**src/rtl/button_events.sv**
```systemverilog
// Button event generator: press/release pulses, long-press after LONG_MS, optional auto-repeat.
// Auto-repeat is compiled in when the macro BUTTON_EVENTS_AUTO_REPEAT_EN is defined.
module button_events #(
  parameter int unsigned CLK_FREQ_KHZ = 100_000,
  parameter int unsigned LONG_MS      = 1000,
  parameter int unsigned REPEAT_MS    = 200
) (
  input  logic i_clk,
  input  logic i_rst_n,
  input  logic i_btn,
  output logic o_press,
  output logic o_release,
  output logic o_long_press,
  output logic o_repeat,
  output logic o_held
);

  if (CLK_FREQ_KHZ < 1 || CLK_FREQ_KHZ > 24'hFF_FFFF ||
      LONG_MS < 1 || LONG_MS > 65535 ||
      REPEAT_MS < 1 || REPEAT_MS > 65535) begin : g_param_check
    $error("button_events: parameter out of legal range");
  end

  typedef enum logic [1:0] {
    ST_IDLE    = 2'b00,
    ST_PRESSED = 2'b01,
    ST_HELD    = 2'b10
  } state_t;

  localparam logic [23:0] PRESC_MAX = 24'(CLK_FREQ_KHZ - 1);
  localparam logic [15:0] LONG_M1   = 16'(LONG_MS - 1);

  state_t      r_state, w_state_nxt;
  logic        r_btn_q;
  logic [23:0] r_presc, w_presc_nxt, w_presc_run;
  logic [15:0] r_ms_cnt, w_ms_cnt_nxt, w_ms_cnt_run;
  logic        r_press, r_release, r_long_press, r_repeat, r_held;
  logic        w_press, w_release, w_long_press, w_repeat;
  logic        w_rise, w_fall, w_tick, w_long_hit;

  assign w_rise       = i_btn & ~r_btn_q;
  assign w_fall       = ~i_btn & r_btn_q;
  assign w_tick       = (r_presc == PRESC_MAX);
  assign w_presc_run  = w_tick ? 24'd0 : r_presc + 24'd1;
  assign w_ms_cnt_run = w_tick ? r_ms_cnt + 16'd1 : r_ms_cnt;
  // Thresholds fire on the tick that would carry ms_cnt onto the limit.
  assign w_long_hit   = w_tick && (r_ms_cnt == LONG_M1);

`ifdef BUTTON_EVENTS_AUTO_REPEAT_EN
  localparam logic [15:0] REPEAT_M1 = 16'(REPEAT_MS - 1);
  logic w_rep_hit;
  assign w_rep_hit = w_tick && (r_ms_cnt == REPEAT_M1);
`endif

  always_comb begin
    w_state_nxt  = r_state;
    w_presc_nxt  = r_presc;
    w_ms_cnt_nxt = r_ms_cnt;
    w_press      = 1'b0;
    w_release    = 1'b0;
    w_long_press = 1'b0;
    w_repeat     = 1'b0;
    case (r_state)
      ST_IDLE: begin
        if (w_rise) begin
          w_press      = 1'b1;
          w_presc_nxt  = 24'd0;
          w_ms_cnt_nxt = 16'd0;
          w_state_nxt  = ST_PRESSED;
        end
      end
      ST_PRESSED: begin
        if (w_fall) begin
          w_release    = 1'b1;
          w_presc_nxt  = 24'd0;
          w_ms_cnt_nxt = 16'd0;
          w_state_nxt  = ST_IDLE;
        end else if (w_long_hit) begin
          w_long_press = 1'b1;
          w_presc_nxt  = w_presc_run;
          w_ms_cnt_nxt = 16'd0;
          w_state_nxt  = ST_HELD;
        end else begin
          w_presc_nxt  = w_presc_run;
          w_ms_cnt_nxt = w_ms_cnt_run;
        end
      end
      ST_HELD: begin
        if (w_fall) begin
          w_release    = 1'b1;
          w_presc_nxt  = 24'd0;
          w_ms_cnt_nxt = 16'd0;
          w_state_nxt  = ST_IDLE;
        end else begin
`ifdef BUTTON_EVENTS_AUTO_REPEAT_EN
          w_presc_nxt = w_presc_run;
          if (w_rep_hit) begin
            w_repeat     = 1'b1;
            w_ms_cnt_nxt = 16'd0;
          end else begin
            w_ms_cnt_nxt = w_ms_cnt_run;
          end
`else
          w_presc_nxt  = r_presc;
          w_ms_cnt_nxt = r_ms_cnt;
`endif
        end
      end
      default: begin
        w_presc_nxt  = 24'd0;
        w_ms_cnt_nxt = 16'd0;
        w_state_nxt  = ST_IDLE;
      end
    endcase
  end

  // btn_q resets high so a button held through reset needs a fresh low->high edge.
  always_ff @(posedge i_clk) begin
    if (!i_rst_n) begin
      r_state      <= ST_IDLE;
      r_btn_q      <= 1'b1;
      r_presc      <= 24'd0;
      r_ms_cnt     <= 16'd0;
      r_press      <= 1'b0;
      r_release    <= 1'b0;
      r_long_press <= 1'b0;
      r_repeat     <= 1'b0;
      r_held       <= 1'b0;
    end else begin
      r_state      <= w_state_nxt;
      r_btn_q      <= i_btn;
      r_presc      <= w_presc_nxt;
      r_ms_cnt     <= w_ms_cnt_nxt;
      r_press      <= w_press;
      r_release    <= w_release;
      r_long_press <= w_long_press;
      r_repeat     <= w_repeat;
      r_held       <= (w_state_nxt != ST_IDLE);
    end
  end

  assign o_press      = r_press;
  assign o_release    = r_release;
  assign o_long_press = r_long_press;
  assign o_repeat     = r_repeat;
  assign o_held       = r_held;

endmodule

```
**config.mk**
```make
export PLATFORM = sky130hd
export DESIGN_NAME = button_events
export DESIGN_NICKNAME = d
export VERILOG_FILES = /design/src/rtl/button_events.sv
export SDC_FILE = /design/constraint.sdc
export NUM_CORES = 1
export LEC_CHECK = 0
export BUFFER_PORTS_ARGS = -buffer_cell sky130_fd_sc_hd__buf_2
export CAP_MARGIN = 15
export CORE_MARGIN = 8
export CORE_UTILIZATION = 65
export CTS_BUF_LIST = sky130_fd_sc_hd__clkbuf_4 sky130_fd_sc_hd__clkbuf_8
export DETAILED_ROUTE_END_ITERATION = 8
export GPL_ROUTABILITY_DRIVEN = 0
export GPL_TIMING_DRIVEN = 0
export PLACE_DENSITY = 0.89
export SYNTH_ARGS = -nofsm -noshare
export SYNTH_HDL_FRONTEND = slang
export SYNTH_SLANG_ARGS = --single-unit
```
**constraint.sdc**
```tcl
create_clock -name i_clk -period 5.9 [get_ports i_clk]
set_input_delay 0.295 -clock i_clk [delete_from_list [all_inputs] [get_ports i_clk]]
set_output_delay 0.295 -clock i_clk [all_outputs]
set_load 0.01 [all_outputs]
```
# ---- Word level (Yosys, flattened, before mapping)
# Index checks and enable logic that the tools add are counted.
dict set report classes {
  addsub 2
  eq_ne 7
  mux 19
  bitwise_logic 6
  reduce_logical 9
}
# operator count
set ops {}
lappend ops {{$mux 24} 4}
lappend ops {{$mux 16} 5}
lappend ops {{$pmux 24 s3} 1}
lappend ops {{$pmux 16 s3} 1}
lappend ops {{$add 24x1->24 const B} 1}
lappend ops {{$eq 24x17->1 const B} 1}
lappend ops {{$add 16x1->16 const B} 1}
lappend ops {{$eq 16x10->1 const B} 1}
lappend ops {{$mux 2} 4}
lappend ops {{$pmux 2 s3} 1}
lappend ops {{$reduce_and 2->1} 3}
lappend ops {{$ne 2x2->1 const B} 2}
lappend ops {{$ne 4x4->1 const B} 1}
lappend ops {{$not 1->1} 4}
lappend ops {{$mux 1} 3}
lappend ops {{$reduce_and 3->1} 1}
lappend ops {{$reduce_or 3->1} 1}
lappend ops {{$and 1x1->1} 2}
lappend ops {{$eq 2x1->1 const B} 1}
lappend ops {{$eq 2x2->1 const B} 1}
lappend ops {{$logic_not 2->1} 1}
lappend ops {{$reduce_bool 2->1} 1}
lappend ops {{$reduce_or 2->1} 1}
lappend ops {{$logic_and 1x1->1} 1}
dict set report totals {
  regBits 47
  input_bits 3
}

# ---- Depth between registers and ports, before layout
# Gate-level depths: netlist of run 1.
dict set report logic_depth {
  word_depth 6
  ltp_mapped 8
  depth_no_buf 6
}

# ---- Worst setup path before layout of run 1
# Ideal clock, no wire load.
dict set report synth_path {
  path_kind {reg-to-reg}
  startpoint {register r_ms_cnt[10]}
  endpoint {register r_ms_cnt[10]}
  t_arrival_ns 1.952
  required_time_ns 5.775
  slack_ns 3.822
  stages_incl_launch_ff 7
  n_path_buf 1
  path_cell_list {dfxtp_1 or4_4 or4_4 nor3_4 a2bb2oi_4 buf_6 a21oi_1}
}
dict set report synth_between {
  elab_chain_cells 5
  elab_cells_between_ends 9
}
# element line
set synth_lines {}
lappend synth_lines {{start: declaration} 36} ;# logic [15:0] r_ms_cnt, w_ms_cnt_nxt, w_ms_cnt_run;
lappend synth_lines {{start signal: assignment} 133} ;# r_ms_cnt <= w_ms_cnt_nxt;
lappend synth_lines {{$add 16x1->16 or $eq 16x10->1 (tied branches)} {45, 47}}
lappend synth_lines {{$mux 16 or $logic_and 1x1->1 (tied branches)} {45, 47}}
lappend synth_lines {{$mux 16} 78} ;# end else if (w_long_hit) begin
lappend synth_lines {{$mux 16} 73} ;# if (w_fall) begin
lappend synth_lines {{$pmux 16 s3} 63} ;# case (r_state)
# Several ways; a longest one is shown, not always the timed one. The select of a mux whose other input is x is not followed.
# A chain may end at the register's enable or synchronous reset.

# ---- Worst setup path after layout of run 1
dict set report layout_path {
  startpoint {register r_presc[0]}
  endpoint {register r_presc[16]}
}
dict set report layout_between {
  elab_chain_cells 4
  elab_cells_between_ends 5
}
# element line
set layout_lines {}
lappend layout_lines {{start: declaration} 35} ;# logic [23:0] r_presc, w_presc_nxt, w_presc_run;
lappend layout_lines {{start signal: assignment} 132} ;# r_presc <= w_presc_nxt;
lappend layout_lines {{$add 24x1->24 or $eq 24x17->1 (tied branches)} {44, 43}}
lappend layout_lines {{$mux 24 (*)} 44} ;# assign w_presc_run = w_tick ? 24'd0 : r_presc + 24'd1;
lappend layout_lines {{$mux 24 (*)} 73}
lappend layout_lines {{$pmux 24 s3 (*)} 63}
# Every way passes the cells marked *; elsewhere a longest branch is shown, timed or not.

==> results.ini, run 1 <==
[placed_design]
port_buffers = 5
place_area_sq_um = 2660
dp_hpwl_microns = 4160

[clocking]
clk_latency_ps = 310
htreeDepth = 2
clockBufferDepth = 2
cts_num_sinks = 47
cts_resized = 0
post-cts-setup-buffers = 0
cts-root-buf = clkbuf_8
hold_buffers = 0
tritoncts = done
cts_made_buffers = 5
clk_pin_slew_ps = 90

[yosys]
synth_top_area_cell = dfxtp_1
ys_seq_area_share_pct = 36.5
synth_edf_count = 0
synth.most_common_cell = dfxtp_1
synth_top_flop_cell = dfxtp_1
synth_area_leaders = dfxtp_1, a21oi_1, o21ai_0, o31ai_1, or4_1
synth_common_cells = dfxtp_1, a21oi_1, o21ai_0
synth_seq_cells = 47
syn_nets = 303
syn_area_sq_um = 2580
async_flop_share_pct = 0
synth_cell_types = 52
synth_cells = 294
ys_warn_count = 0
synth_top_area_share_pct = 36.5
syn_area_per_cell_sq_um = 8.76

[critical_path]
cp.required_ps = 6090
end_kind = flip-flop
cp_max_fo = 10
worstPathArrival_ps = 2750
cp-start-kind = flip-flop
worst-setup-path-type = reg2reg

[sta]
period_needed_ps = 2560
slew_viol_final = 0
tns_ps = 0
finalHoldViolCount = 0
worst_pin_slew_ps = 614
finalSetupViolCount = 0
max-slew-margin-rel_pct = 58.9
fmax_mhz = 391
rsz0062_at_grt = false
finClkSkew_ps = 11.4
post-route-period-util_pct = 43.3

[power_and_ir_drop]
irDropWorstVdd_mv = 0.178
cellPowerDensity_nw_per_um2 = 200
power_mw = 0.553
p_leak_nw = 0.882

[layout]
area.growth.synth_to_final_pct = 7.24
antenna_cells = 0
fin_area_sq_um = 2760
drive_above_1_share_pct = 14.0
fin_nets = 315
fillers = 297

[floorplan]
dieWidth_microns = 79.0
ios = 8
initial_utilization_pct = 65.8
dieArea_sq_um = 6230
die_y_microns = 79.0
num_rows = 23
fp.coreArea_sq_um = 3910

[routing]
viasPerCell = 6.57
num_vias = 2346
drcViolationCount = 0
finalWirelength_microns = 5920
wl_per_cell_microns = 16.6
ant_nets = 0
first_pass_iters = 4
drt-initial-drc-count = 247

[run_status]
status = completed

[global_routing]
antenna_found_initial = 0
gr-usage-all-layers_pct = 19.5
overflow = 0
grt_pass1_vias = 2169
grt_max_degree = 16
grt_pass1_wl_microns = 10000

[worst_hold_path]
hold_class = in2reg

[job]
max_cap_violations = 0

==> logic make-up after synthesis <==
kind of cell,Yosys count,synth area share [%]
buffers and inverters,19,5.58
AO/OA/AOI/OAI,92,23.4
adder cells (fa/ha/maj),6,2.91
other,1,0.146
XOR/XNOR,8,2.72
AND/OR/NAND/NOR,121,28.7
flip-flops,47,36.5
==> final cells by class <==
| type | instances | area, sq um | share of cell area, % |
|---|---|---|---|
| repair buffers | 5 | 25.0 | 0.906 |
| clock inverters | 2 | 16.3 | 0.589 |
| plain buffers | 13 | 121 | 4.39 |
| clock buffers | 6 | 82.6 | 2.99 |
| flip-flops and latches | 47 | 941 | 34.1 |
| multi-input cells | 228 | 1490 | 54.0 |
| inverters | 6 | 22.5 | 0.815 |
| well taps | 50 | 62.6 | 2.26 |
==> power breakdown <==
part           leakage (nW)  switching, mW  internal [mW]
logic                 0.456         0.0154        0.00789
registers             0.379       0.000779          0.318
clock network        0.0474          0.115         0.0958
==> stage by stage <==
step                      worst slack [ps]  utilization [%]  cells  hold slack, ps
final                                 3340             70.6    357             200
after global routing                  3130             70.6    357             192
after CTS                             3370             70.6    357             190
after detailed placement              3410             68.1    349             465
after global placement                3470             68.1    349             458
after floorplan                       3820                -    294             396
==> path summary, 6_finish.rpt <==
kind                            depth (start not counted)  startpoint          end  slack, ps
worst max-delay path                                    8  r_presc[0]  r_presc[16]       3340
worst min-delay path                                    2     i_rst_n      r_btn_q        200
worst max register to register                          8  r_presc[0]  r_presc[16]       3340
worst min register to register                          2  r_presc[1]   r_presc[1]        480
==> placed cells by master, fill, tap and decap left out, types with 3 or more instances in the layout <==
master	netlist	final
o21ai_0	20	20
ha_1	6	6
o21a_1	3	3
nand2b_1	5	5
o31ai_1	12	12
dfxtp_1	47	47
a211oi_1	3	3
a31oi_1	5	5
and3_1	7	7
nor4_1	5	5
o2111ai_1	5	5
buf_2	2	7
a21oi_1	25	25
nor2_1	16	16
clkbuf_8	4	10
or3_1	9	9
xor2_1	7	7
and4_1	5	5
inv_1	6	6
buf_6	3	3
o211ai_1	6	6
or4_4	3	3
or4_2	5	5
nand3_1	15	15
or4_1	11	11
nand4_1	8	8
nand2_1	18	18
==> sequential cells by signal (all words and copies together), names as in the netlist <==
signal and flops:
o_held 1, o_long_press 1, o_press 1, o_release 1, r_btn_q 1, r_ms_cnt 16
r_presc 24, r_state 2
==> per-layer routing <==
metal / track usage (%) / wire (microns) / vias to the layer above
li1: - / - / 1157
met1: 23.0 / 2690 / 1131
met2: 33.3 / 2920 / 50
met3: 4.51 / 233 / 8
met4: 7.96 / 79 / 0
met5: 0 / 0 / -
==> critical path, cell delays in order (launching register included) <==
cell      delay (ps)
dfxtp_1          370
ha_1             300
nor4b_2          270
and4_1           380
a21oi_2          150
clkbuf_8         190
o21ai_1          380
buf_2            320
a21oi_1           70
No activity file was read; power rests on OpenSTA's default activity.
==> inputs of run 2 (changes only) <==
--- a/config.mk
+++ b/config.mk
@@ -8,12 +8,12 @@
 export BUFFER_PORTS_ARGS = -buffer_cell sky130_fd_sc_hd__buf_2
 export CAP_MARGIN = 15
 export CORE_MARGIN = 8
-export CORE_UTILIZATION = 65
+export CORE_UTILIZATION = 58
 export CTS_BUF_LIST = sky130_fd_sc_hd__clkbuf_4 sky130_fd_sc_hd__clkbuf_8
 export DETAILED_ROUTE_END_ITERATION = 8
 export GPL_ROUTABILITY_DRIVEN = 0
 export GPL_TIMING_DRIVEN = 0
-export PLACE_DENSITY = 0.89
+export PLACE_DENSITY = 0.84
 export SYNTH_ARGS = -nofsm -noshare
 export SYNTH_HDL_FRONTEND = slang
 export SYNTH_SLANG_ARGS = --single-unit
==> constraint.sdc (replaced) <==
create_clock -name i_clk -period 2.35 [get_ports i_clk]
set_input_delay 0.1175 -clock i_clk [delete_from_list [all_inputs] [get_ports i_clk]]
set_output_delay 0.1175 -clock i_clk [all_outputs]
set_load 0.01 [all_outputs]
==> run 2 against run 1 <==
  * Fmax increased by 12%
  * First-iteration DRC count decreased by 31%
  * Non-clock buffer count increased by 4
  * Worst hold slack got worse by 180 ps
  * Utilization decreased by 4.7 points
  * Register-to-register slack got worse by 3300 ps
  * Via count decreased by 0.34%
  * Largest power group unchanged
==> results.ini, run 2 (same netlist as run 1, synthesis figures left out) <==
[layout]
drive_above_1_share_pct = 16.4
largest_registers = r_presc x24, r_ms_cnt x16, r_state x2
layout_common_cells = dfxtp_1, a21oi_1, o21ai_0, nand2_1, nor2_1
fin_nets = 319
multi_input_area_sq_um = 1520
final_common_cell = dfxtp_1
fin_area_sq_um = 2850
regMostFlops = r_presc
largest_register_ffs = 24
seq_area_sq_um = 941
fillers = 350
antenna_cells = 0
area.growth.synth_to_final_pct = 10.6

[critical_path]
rr_endpoint = r_presc[11]
cp_max_fo = 8
cp-start-kind = flip-flop
r2r-start = r_state[0]
cp.required_ps = 2590
worst-setup-path-type = reg2reg
worstPathArrival_ps = 2520
end_kind = flip-flop
ff2ff_setup_slack_ps = 70
r2r_cells = 6

[sta]
finClkSkew_ps = 7.73
max-slew-margin-rel_pct = 56.0
fmax_mhz = 439
slew_viol_final = 0
post-route-period-util_pct = 97.0
finalSetupViolCount = 0
worst_pin_slew_ps = 658
rsz0062_at_grt = true
whs_ps = 18.6
tns_ps = 0
period_needed_ps = 2280
finalHoldViolCount = 0

[floorplan]
die_y_microns = 82.6
dieWidth_microns = 82.6
num_rows = 24
dieArea_sq_um = 6830
fp.coreArea_sq_um = 4320
initial_utilization_pct = 59.6
ios = 8

[worst_hold_path]
min-delay-start = i_rst_n
hold_end = r_btn_q
hold_class = in2reg
whs_path_depth = 2

[routing]
drcViolationCount = 0
drt-initial-drc-count = 170
finalWirelength_microns = 5800
wl_per_cell_microns = 16.0
viasPerCell = 6.44
num_vias = 2338
first_pass_iters = 4
ant_nets = 0

[clocking]
cts_num_sinks = 47
clockBufferDepth = 2
cts_made_buffers = 5
tritoncts = done
clk_pin_slew_ps = 90
clk_latency_ps = 310
cts-root-buf = clkbuf_8
htreeDepth = 2
hold_buffers = 0

[global_routing]
grt_pass1_vias = 2244
grt_max_degree = 15
grt_pass1_wl_microns = 9960
gr-usage-all-layers_pct = 18.3
overflow = 0
antenna_found_initial = 0

[power_and_ir_drop]
power_mw = 1.48
net-switching-power_mw = 0.317
cellPowerDensity_nw_per_um2 = 520
clkPwrFrac_pct = 41.8
internal_power_mw = 1.17
irDropWorstVdd_mv = 0.423
swShare_pct = 21.4
p_comb_share_pct = 4.2
p_seq_share_pct = 54.0
p_leak_nw = 0.919

[placed_design]
place_area_sq_um = 2670
dp_hpwl_microns = 4080
port_buffers = 5

[run_status]
status = completed

[job]
max_cap_violations = 0

## run 2: changes by cell type in the layout (fill, tap and decap cells not counted), sizes merged
cell / before / now
buf: 12 / 17
bufinv: 0 / 1
clkbuf: 12 / 11
clkinvlp: 1 / 0
## run 2: worst max-delay path by stage
stage / endpoint / from / slack (ps)
2_1_floorplan: r_ms_cnt[10] / r_ms_cnt[10] / 270
3_3_place_gp: r_presc[5] / r_presc[0] / -20
3_5_place_dp: r_presc[12] / r_presc[0] / -110
4_1_cts: r_ms_cnt[14] / r_presc[0] / 7
5_1_grt: r_presc[11] / r_state[0] / -60
6_report: r_presc[11] / r_state[0] / 70
## run 2: what timing repair did
item / CTS / global route
resized for setup: 4 / 7
pin swaps: 0 / 2
setup endpoints to repair: 27 / 36
buffers inserted: 0 / 4
gates cloned: 0 / 0
## run 2: stage by stage
stage | cells | setup slack (ps) | utilization (%)
after detailed placement | 351 | -111 | 61.7
after CTS | 359 | 7.23 | 64.7
after global routing | 363 | -57.8 | 65.9
after floorplan | 294 | 272 | -
after global placement | 351 | -23.2 | 61.7
final | 363 | 69.6 | 65.9
## run 2: critical path: stages, from the launching register on
cell       delay [ps]
dfxtp_1           430
inv_1              90
ha_1              260
a21oi_4           320
o2111ai_1         270
or4b_2            660
a31oi_1           180
## run 2: power by group through the flow
stage | clock network, mW | registers (mW) | logic (mW)
6_report | 0.620 | 0.800 | 0.0624
3_3_place_gp | 0 | 0.819 | 0.0560
3_5_place_dp | 0 | 0.819 | 0.0571
2_1_floorplan | 0 | 0.819 | 0.0418
5_1_grt | 0.648 | 0.801 | 0.0683
4_1_cts | 0.624 | 0.800 | 0.0590
## run 2: area by class of cell
type                    count  share of cell area, %
plain buffers              13                   4.43
multi-input cells         228                   53.4
clock buffers               6                   2.90
clock inverters             2                   1.23
repair buffers              9                   1.93
inverters                   6                  0.790
flip-flops and latches     47                   33.0
well taps                  52                   2.28
## run 2: per-layer routing
layer | up-vias | share of wire (%) | global-route usage, % | wire length, microns
met1 | 1115 | 46 | 21.8 | 2660
met5 | - | 0 | 0 | 0
met2 | 42 | 49 | 30.8 | 2850
met3 | 7 | 3.9 | 4.44 | 228
met4 | 0 | 1.0 | 7.76 | 59
li1 | 1174 | - | - | -
